`src/rtl/instr_fetch_sequencer.sv`:
```
// Instruction fetch sequencer for the LEGv8 front end.
// Owns the PC, fetches over a req/ack memory port, holds the instruction
// register and steps the control unit through multi-cycle instructions.
//
//   state   | meaning
//   --------+--------------------------------------------------------------
//   S_IDLE  | between instructions, waiting for run
//   S_FETCH | imem_req high at pc, waiting for imem_ack
//   S_EXEC  | instr_valid high, one micro-step per cycle, pc follows ps
//   S_HALT  | fault recorded, everything frozen until reset
module instr_fetch_sequencer #(
    parameter int unsigned          ADDR_W    = 64,
    parameter logic [ADDR_W-1:0]    RESET_PC  = '0,
    parameter int unsigned          MAX_STEPS = 3
) (
    input  logic              clock,
    input  logic              reset,
    input  logic              run,
    output logic              imem_req,
    output logic [ADDR_W-1:0] imem_addr,
    input  logic              imem_ack,
    input  logic [31:0]       imem_rdata,
    output logic [31:0]       instr,
    output logic              instr_valid,
    output logic [1:0]        cu_state,
    input  logic [1:0]        cu_next_state,
    input  logic [1:0]        ps,
    input  logic [ADDR_W-1:0] k,
    input  logic [ADDR_W-1:0] reg_a,
    output logic [ADDR_W-1:0] pc,
    output logic [ADDR_W-1:0] pc_link,
    output logic              fault
);

    typedef enum logic [1:0] {
        S_IDLE  = 2'd0,
        S_FETCH = 2'd1,
        S_EXEC  = 2'd2,
        S_HALT  = 2'd3
    } state_t;

    localparam logic [ADDR_W-1:0] PC_STEP = ADDR_W'(4);

    state_t            r_state;
    logic [ADDR_W-1:0] r_pc;
    logic [ADDR_W-1:0] r_pc_link;
    logic [31:0]       r_instr;
    logic              r_instr_valid;
    logic [1:0]        r_cu_state;
    logic              r_imem_req;
    logic              r_fault;

    logic [ADDR_W-1:0] w_pc_next;
    logic [31:0]       w_step_ext;
    logic              w_step_fault;
    logic              w_misaligned;

    // Next-PC selection driven by the control word during EXEC.
    always_comb begin
        w_pc_next = r_pc;
        case (ps)
            2'b00:   w_pc_next = r_pc;
            2'b01:   w_pc_next = r_pc + PC_STEP;
            2'b10:   w_pc_next = reg_a;
            default: w_pc_next = r_pc + (k << 2);
        endcase
    end

    assign w_step_ext   = {30'd0, cu_next_state};
    assign w_step_fault = (w_step_ext > MAX_STEPS);
    assign w_misaligned = (w_pc_next[1:0] != 2'b00);

    // Sequencer FSM with all outputs registered.
    always_ff @(posedge clock or posedge reset) begin
        if (reset) begin
            r_state       <= S_IDLE;
            r_pc          <= RESET_PC;
            r_pc_link     <= '0;
            r_instr       <= '0;
            r_instr_valid <= 1'b0;
            r_cu_state    <= 2'd0;
            r_imem_req    <= 1'b0;
            r_fault       <= 1'b0;
        end else begin
            case (r_state)
                S_IDLE: begin
                    if (run) begin
                        r_state    <= S_FETCH;
                        r_imem_req <= 1'b1;
                    end
                end
                S_FETCH: begin
                    if (imem_ack) begin
                        r_instr       <= imem_rdata;
                        r_pc_link     <= r_pc + PC_STEP;
                        r_cu_state    <= 2'd0;
                        r_instr_valid <= 1'b1;
                        r_imem_req    <= 1'b0;
                        r_state       <= S_EXEC;
                    end
                end
                S_EXEC: begin
                    // The offending target is still committed to pc on a fault.
                    r_pc <= w_pc_next;
                    if (w_step_fault || w_misaligned) begin
                        r_fault       <= 1'b1;
                        r_instr_valid <= 1'b0;
                        r_state       <= S_HALT;
                    end else if (cu_next_state != 2'd0) begin
                        r_cu_state <= cu_next_state;
                    end else begin
                        r_cu_state    <= 2'd0;
                        r_instr_valid <= 1'b0;
                        if (run) begin
                            r_state    <= S_FETCH;
                            r_imem_req <= 1'b1;
                        end else begin
                            r_state <= S_IDLE;
                        end
                    end
                end
                default: begin
                    r_state <= S_HALT;
                end
            endcase
        end
    end

    assign imem_req    = r_imem_req;
    assign imem_addr   = r_pc;
    assign instr       = r_instr;
    assign instr_valid = r_instr_valid;
    assign cu_state    = r_cu_state;
    assign pc          = r_pc;
    assign pc_link     = r_pc_link;
    assign fault       = r_fault;

endmodule

```
`config.mk`:
```
export PLATFORM = sky130hd
export DESIGN_NAME = instr_fetch_sequencer
export DESIGN_NICKNAME = d
export VERILOG_FILES = /design/src/rtl/instr_fetch_sequencer.sv
export SDC_FILE = /design/constraint.sdc
export NUM_CORES = 1
export LEC_CHECK = 0
export ABC_CLOCK_PERIOD_IN_PS = 5900
export CAP_MARGIN = 20
export CORE_UTILIZATION = 44
export CTS_CLUSTER_SIZE = 14
export DETAILED_ROUTE_END_ITERATION = 16
export MAX_ROUTING_LAYER = met4
export PLACE_DENSITY = 0.78
export REMOVE_ABC_BUFFERS = 1
export SYNTH_ARGS = -nofsm -noshare
export SYNTH_HDL_FRONTEND = slang
export SYNTH_SLANG_ARGS = --single-unit
```
`constraint.sdc`:
```
create_clock -name clock -period 5.9 [get_ports clock]
set_input_delay 1.18 -clock clock [delete_from_list [all_inputs] [get_ports clock]]
set_output_delay 1.18 -clock clock [all_outputs]
set_load 0.02 [all_outputs]
```
==> key figures <==
Power
  – Pwr per Cell Area: 336 mW/mm^2
  – Worst vdd ir: 0.000224 V
  – Leak: 7.22 nW

Layout
  – FF/Latch Area: 0.00418 mm^2
  – Multi-input combinational cell area: 0.00808 mm^2
  – Fillers: 2674
  – Fin nets: 2140
  – Area delta synth->final: 32.2%
  – Share of cells above drive strength 1: 6.35%

CTS
  – Post-CTS setup buffers: 0
  – CTS hold repair buffers: 0
  – Clk Tree Root Cell: clkbuf_16
  – Clock transition at path regs: 0.07 ns
  – Clk Latency, worst-skew pair: 0.45 ns
  – CTS sink cnt: 167
  – Clk buf depth: 2
  – CTS tree: yes
  – Clock buffers created by TritonCTS: 17
  – Post_cts resized: 0
  – H-tree depth: 4

Logic synthesis
  – Syn Std Cell Area: 0.0133 mm^2
  – Post-synthesis sequential area ratio: 31.4%
  – Post-synth top area cell: dfrtp_1
  – Avg Cell Area, Syn: 8.04 um^2
  – Synth unique cells: 73
  – Yosys reg bits: 167
  – Cells after Synth: 1655
  – Top cell type's share of synthesized area: 31.4%
  – Main flop type after synthesis: dfrtp_1
  – EDFF count, synth: 0
  – Synth area leaders: dfrtp_1 (31%), a21oi_1 (6.7%), ha_1 (5.8%)
  – FFs w/ async S/R, synth: 100%
  – Syn. warnings: 0

Drt
  – Drt total wl: 48200 um
  – Remaining DRCs: 0
  – Antenna-violating nets left: 0
  – Via count: 13.6k
  – Wire length per cell: 20.8 um
  – DRT iter0 DRCs: 1107
  – Via-per-instance ratio: 5.87
  – Detailed Routing Iterations Pass 1: 5

Die
  – Die X: 176 um
  – Starting Density: 44.8%
  – Core area: 0.0297 mm^2
  – FP Rows: 63
  – Ports: 397
  – Die Height: 176 um
  – Die ar.: 0.0309 mm^2

Global routing
  – GRT Residual Overflow: 0
  – Vias in the first global route: 12.8k
  – Global Route Usage Sum: 31.6%
  – Initial antenna violation count: 2
  – First-pass GRT wire length: 73700 um
  – Largest net degree at the start of global routing: 86

Place
  – Dpl hpwl: 36000 um
  – I/O Buffers: 394
  – Pre-CTS worst setup slack: 1.01 ns
  – Routability Congestion: 0.949

Critical path
  – CP arrival: 4.78 ns
  – CP max FO: 5
  – Slowest cell on the critical path: clkdlybuf4s50_1
  – Crit-path cells: clkdlybuf4s50_1 > ha_1 > a21oi_1 > o22ai_1 > a211o_1 > a21boi_0 > a31oi_1 > a31o_2 > a31oi_1 > o21ai_0 > xnor2_1 > o221ai_1
  – Crit Path Class: input port to flop
  – CP required: 6.18 ns
  – CP top delay family: compound AO/OA/AOI/OAI gates
  – Worst path max stage delay: 0.50 ns
  – CP startpoint kind: input port
  – Worst setup path startpoint: k[1]
  – CP dominant cell by count: a31oi_1
  – R2R Path Start: imem_addr[2]$_DFFE_PP0P_
  – Critical path buffer and inverter count: 1
  – CP endpoint kind: flop

STA
  – Clk_skew: 0.0120 ns
  – Final Max Slew Viols: 0
  – Slew Limit Headroom: 27.8%
  – FMAX: 222 MHz
  – Final hold violation count: 0
  – Worst slew pin tran: 1.08 ns
  – Minimum clock period: 4.50 ns
  – Crit share post-route: 76.2%
  – Unrepaired setup endpoints after global routing: false
  – Fin Setup TNS: 0 ns
  – Final WS setup: 1.40 ns
  – Setup violators final: 0

Status
  – Status: completed

Worst hold path
  – Hold Crit Class: flop to flop
  – Hold Path Origin: fault$_DFFE_PP0P_

Job
  – Max Cap Viol: 0
[through the flow]
| step | total power, W | instances | instance area [um^2] | utilization (%) | hold slack (ns) |
|---|---|---|---|---|---|
| 3_5_place_dp | 0.00473 | 2280 | 17000 | 57.1 | 0.453 |
| 2_1_floorplan | 0.00333 | 1479 | 12400 | - | 0.566 |
| 5_1_grt | 0.00622 | 2314 | 17600 | 59.2 | 0.484 |
| 4_1_cts | 0.00593 | 2312 | 17600 | 59.1 | 0.470 |
| 3_3_place_gp | 0.00468 | 2280 | 17000 | 57.1 | 0.448 |
| 6_report | 0.00591 | 2314 | 17600 | 59.2 | 0.475 |
[per-layer routing]
| layer | global-route usage [%] | up-vias | wire, um |
|---|---|---|---|
| met5 | - | - | 0 |
| met4 | 11.4 | 0 | 1430 |
| met3 | 2.97 | 79 | 2910 |
| met2 | 49.6 | 596 | 22400 |
| met1 | 42.2 | 6503 | 21500 |
| li1 | - | 6405 | - |
[where the power goes]
part / leakage (nW) / internal (W) / total, W / switching [W]
clock: 0.287 / 0.000610 / 0.00119 / 0.000578
combinational: 4.91 / 0.00136 / 0.00286 / 0.00150
sequential: 2.02 / 0.00152 / 0.00186 / 0.000344
total: 7.22 / 0.00349 / 0.00591 / 0.00242
[final timing paths]
path	to	slack (ns)	depth (start not counted)
min in group asynchronous	instr[14]$_DFFE_PP0P_	1.26	2
max in group asynchronous	imem_addr[46]$_DFFE_PP0P_	3.67	3
worst max-delay path	imem_addr[57]$_DFFE_PP0P_	1.40	12
worst min register to register	fault$_DFFE_PP0P_	0.47	1
worst min-delay path	fault$_DFFE_PP0P_	0.47	1
worst max register to register	imem_addr[60]$_DFFE_PP0P_	1.93	11
[registers in the layout (all words and copies together) (netlist names)]
name / count
r_state: 2
instr: 32
imem_req: 1
instr_valid: 1
imem_addr: 64
fault: 1
cu_state: 2
pc_link: 64
[cells by family (layout without fill, tap and decap cells)]
logic type | after synthesis | in the layout | synth area share, %
AO/OA/AOI/OAI | 521 | 521 | 23.6
AND/OR/NAND/NOR | 513 | 513 | 18.3
buffers and inverters | 215 | 482 | 8.00
flip-flops | 167 | 167 | 31.4
XOR/XNOR | 107 | 107 | 7.04
multiplexers | 69 | 69 | 5.63
adder cells (fa/ha/maj) | 63 | 63 | 5.98
other | 0 | 2 | 0
[final cells by class]
type                       instances  area share [%]
antenna                            2          0.0285
tap                              390            2.78
multi-input combinational       1273            46.0
timing repair buffer             411            23.2
clock buffer                      17            2.42
inverter                          39           0.861
clock inverter                    15           0.989
sequential                       167            23.8
[worst reg2reg max path, stage by stage, from the launching register on]
cell	delay, ns
dfrtp_1	0.54
ha_1	0.30
nand4_1	0.20
or3b_1	0.58
or3_1	0.58
or3_4	0.50
nor2_4	0.24
nand4_1	0.14
xor2_1	0.32
a31oi_1	0.14
o21ai_0	0.19
a31oi_1	0.07
[cell usage after synthesis, types with 6 or more instances]
library cell / count
nand3_1: 47
o22ai_1: 31
and3_1: 21
a31oi_1: 20
o21ai_0: 147
a21o_1: 33
a21oi_1: 178
mux2i_1: 22
ha_1: 62
xnor2_1: 68
nor3_1: 27
o21a_1: 9
nand2_1: 189
nor2_1: 121
nand4_1: 38
o221ai_1: 14
buf_1: 6
or3_1: 9
clkbuf_1: 99
buf_4: 65
xor2_1: 39
nand2b_1: 10
o21bai_1: 12
mux2_2: 47
and4_1: 12
inv_1: 38
and2_1: 8
a221oi_1: 9
a211oi_1: 8
o32a_1: 11
nor2b_1: 7
dfrtp_1: 167
[cells in the final DEF (no fill, tap or decap), types with 11 or more instances in the layout]
cell type | Yosys | final
inv_1 | 38 | 37
o32a_1 | 11 | 11
nor3_1 | 27 | 27
nand2_1 | 189 | 188
xor2_1 | 39 | 39
ha_1 | 62 | 62
dfrtp_1 | 167 | 167
clkbuf_16 | 0 | 17
o21bai_1 | 12 | 12
nand4_1 | 38 | 38
nor2_1 | 121 | 119
a31oi_1 | 20 | 20
and3_1 | 21 | 21
nand3_1 | 47 | 47
and4_1 | 12 | 12
mux2i_1 | 22 | 22
a21o_1 | 33 | 33
buf_4 | 65 | 17
clkdlybuf4s50_1 | 0 | 392
xnor2_1 | 68 | 68
mux2_2 | 47 | 47
o221ai_1 | 14 | 14
o21ai_0 | 147 | 147
o22ai_1 | 31 | 31
a21oi_1 | 178 | 178
Note: power is estimated with default switching activity, not from simulation.
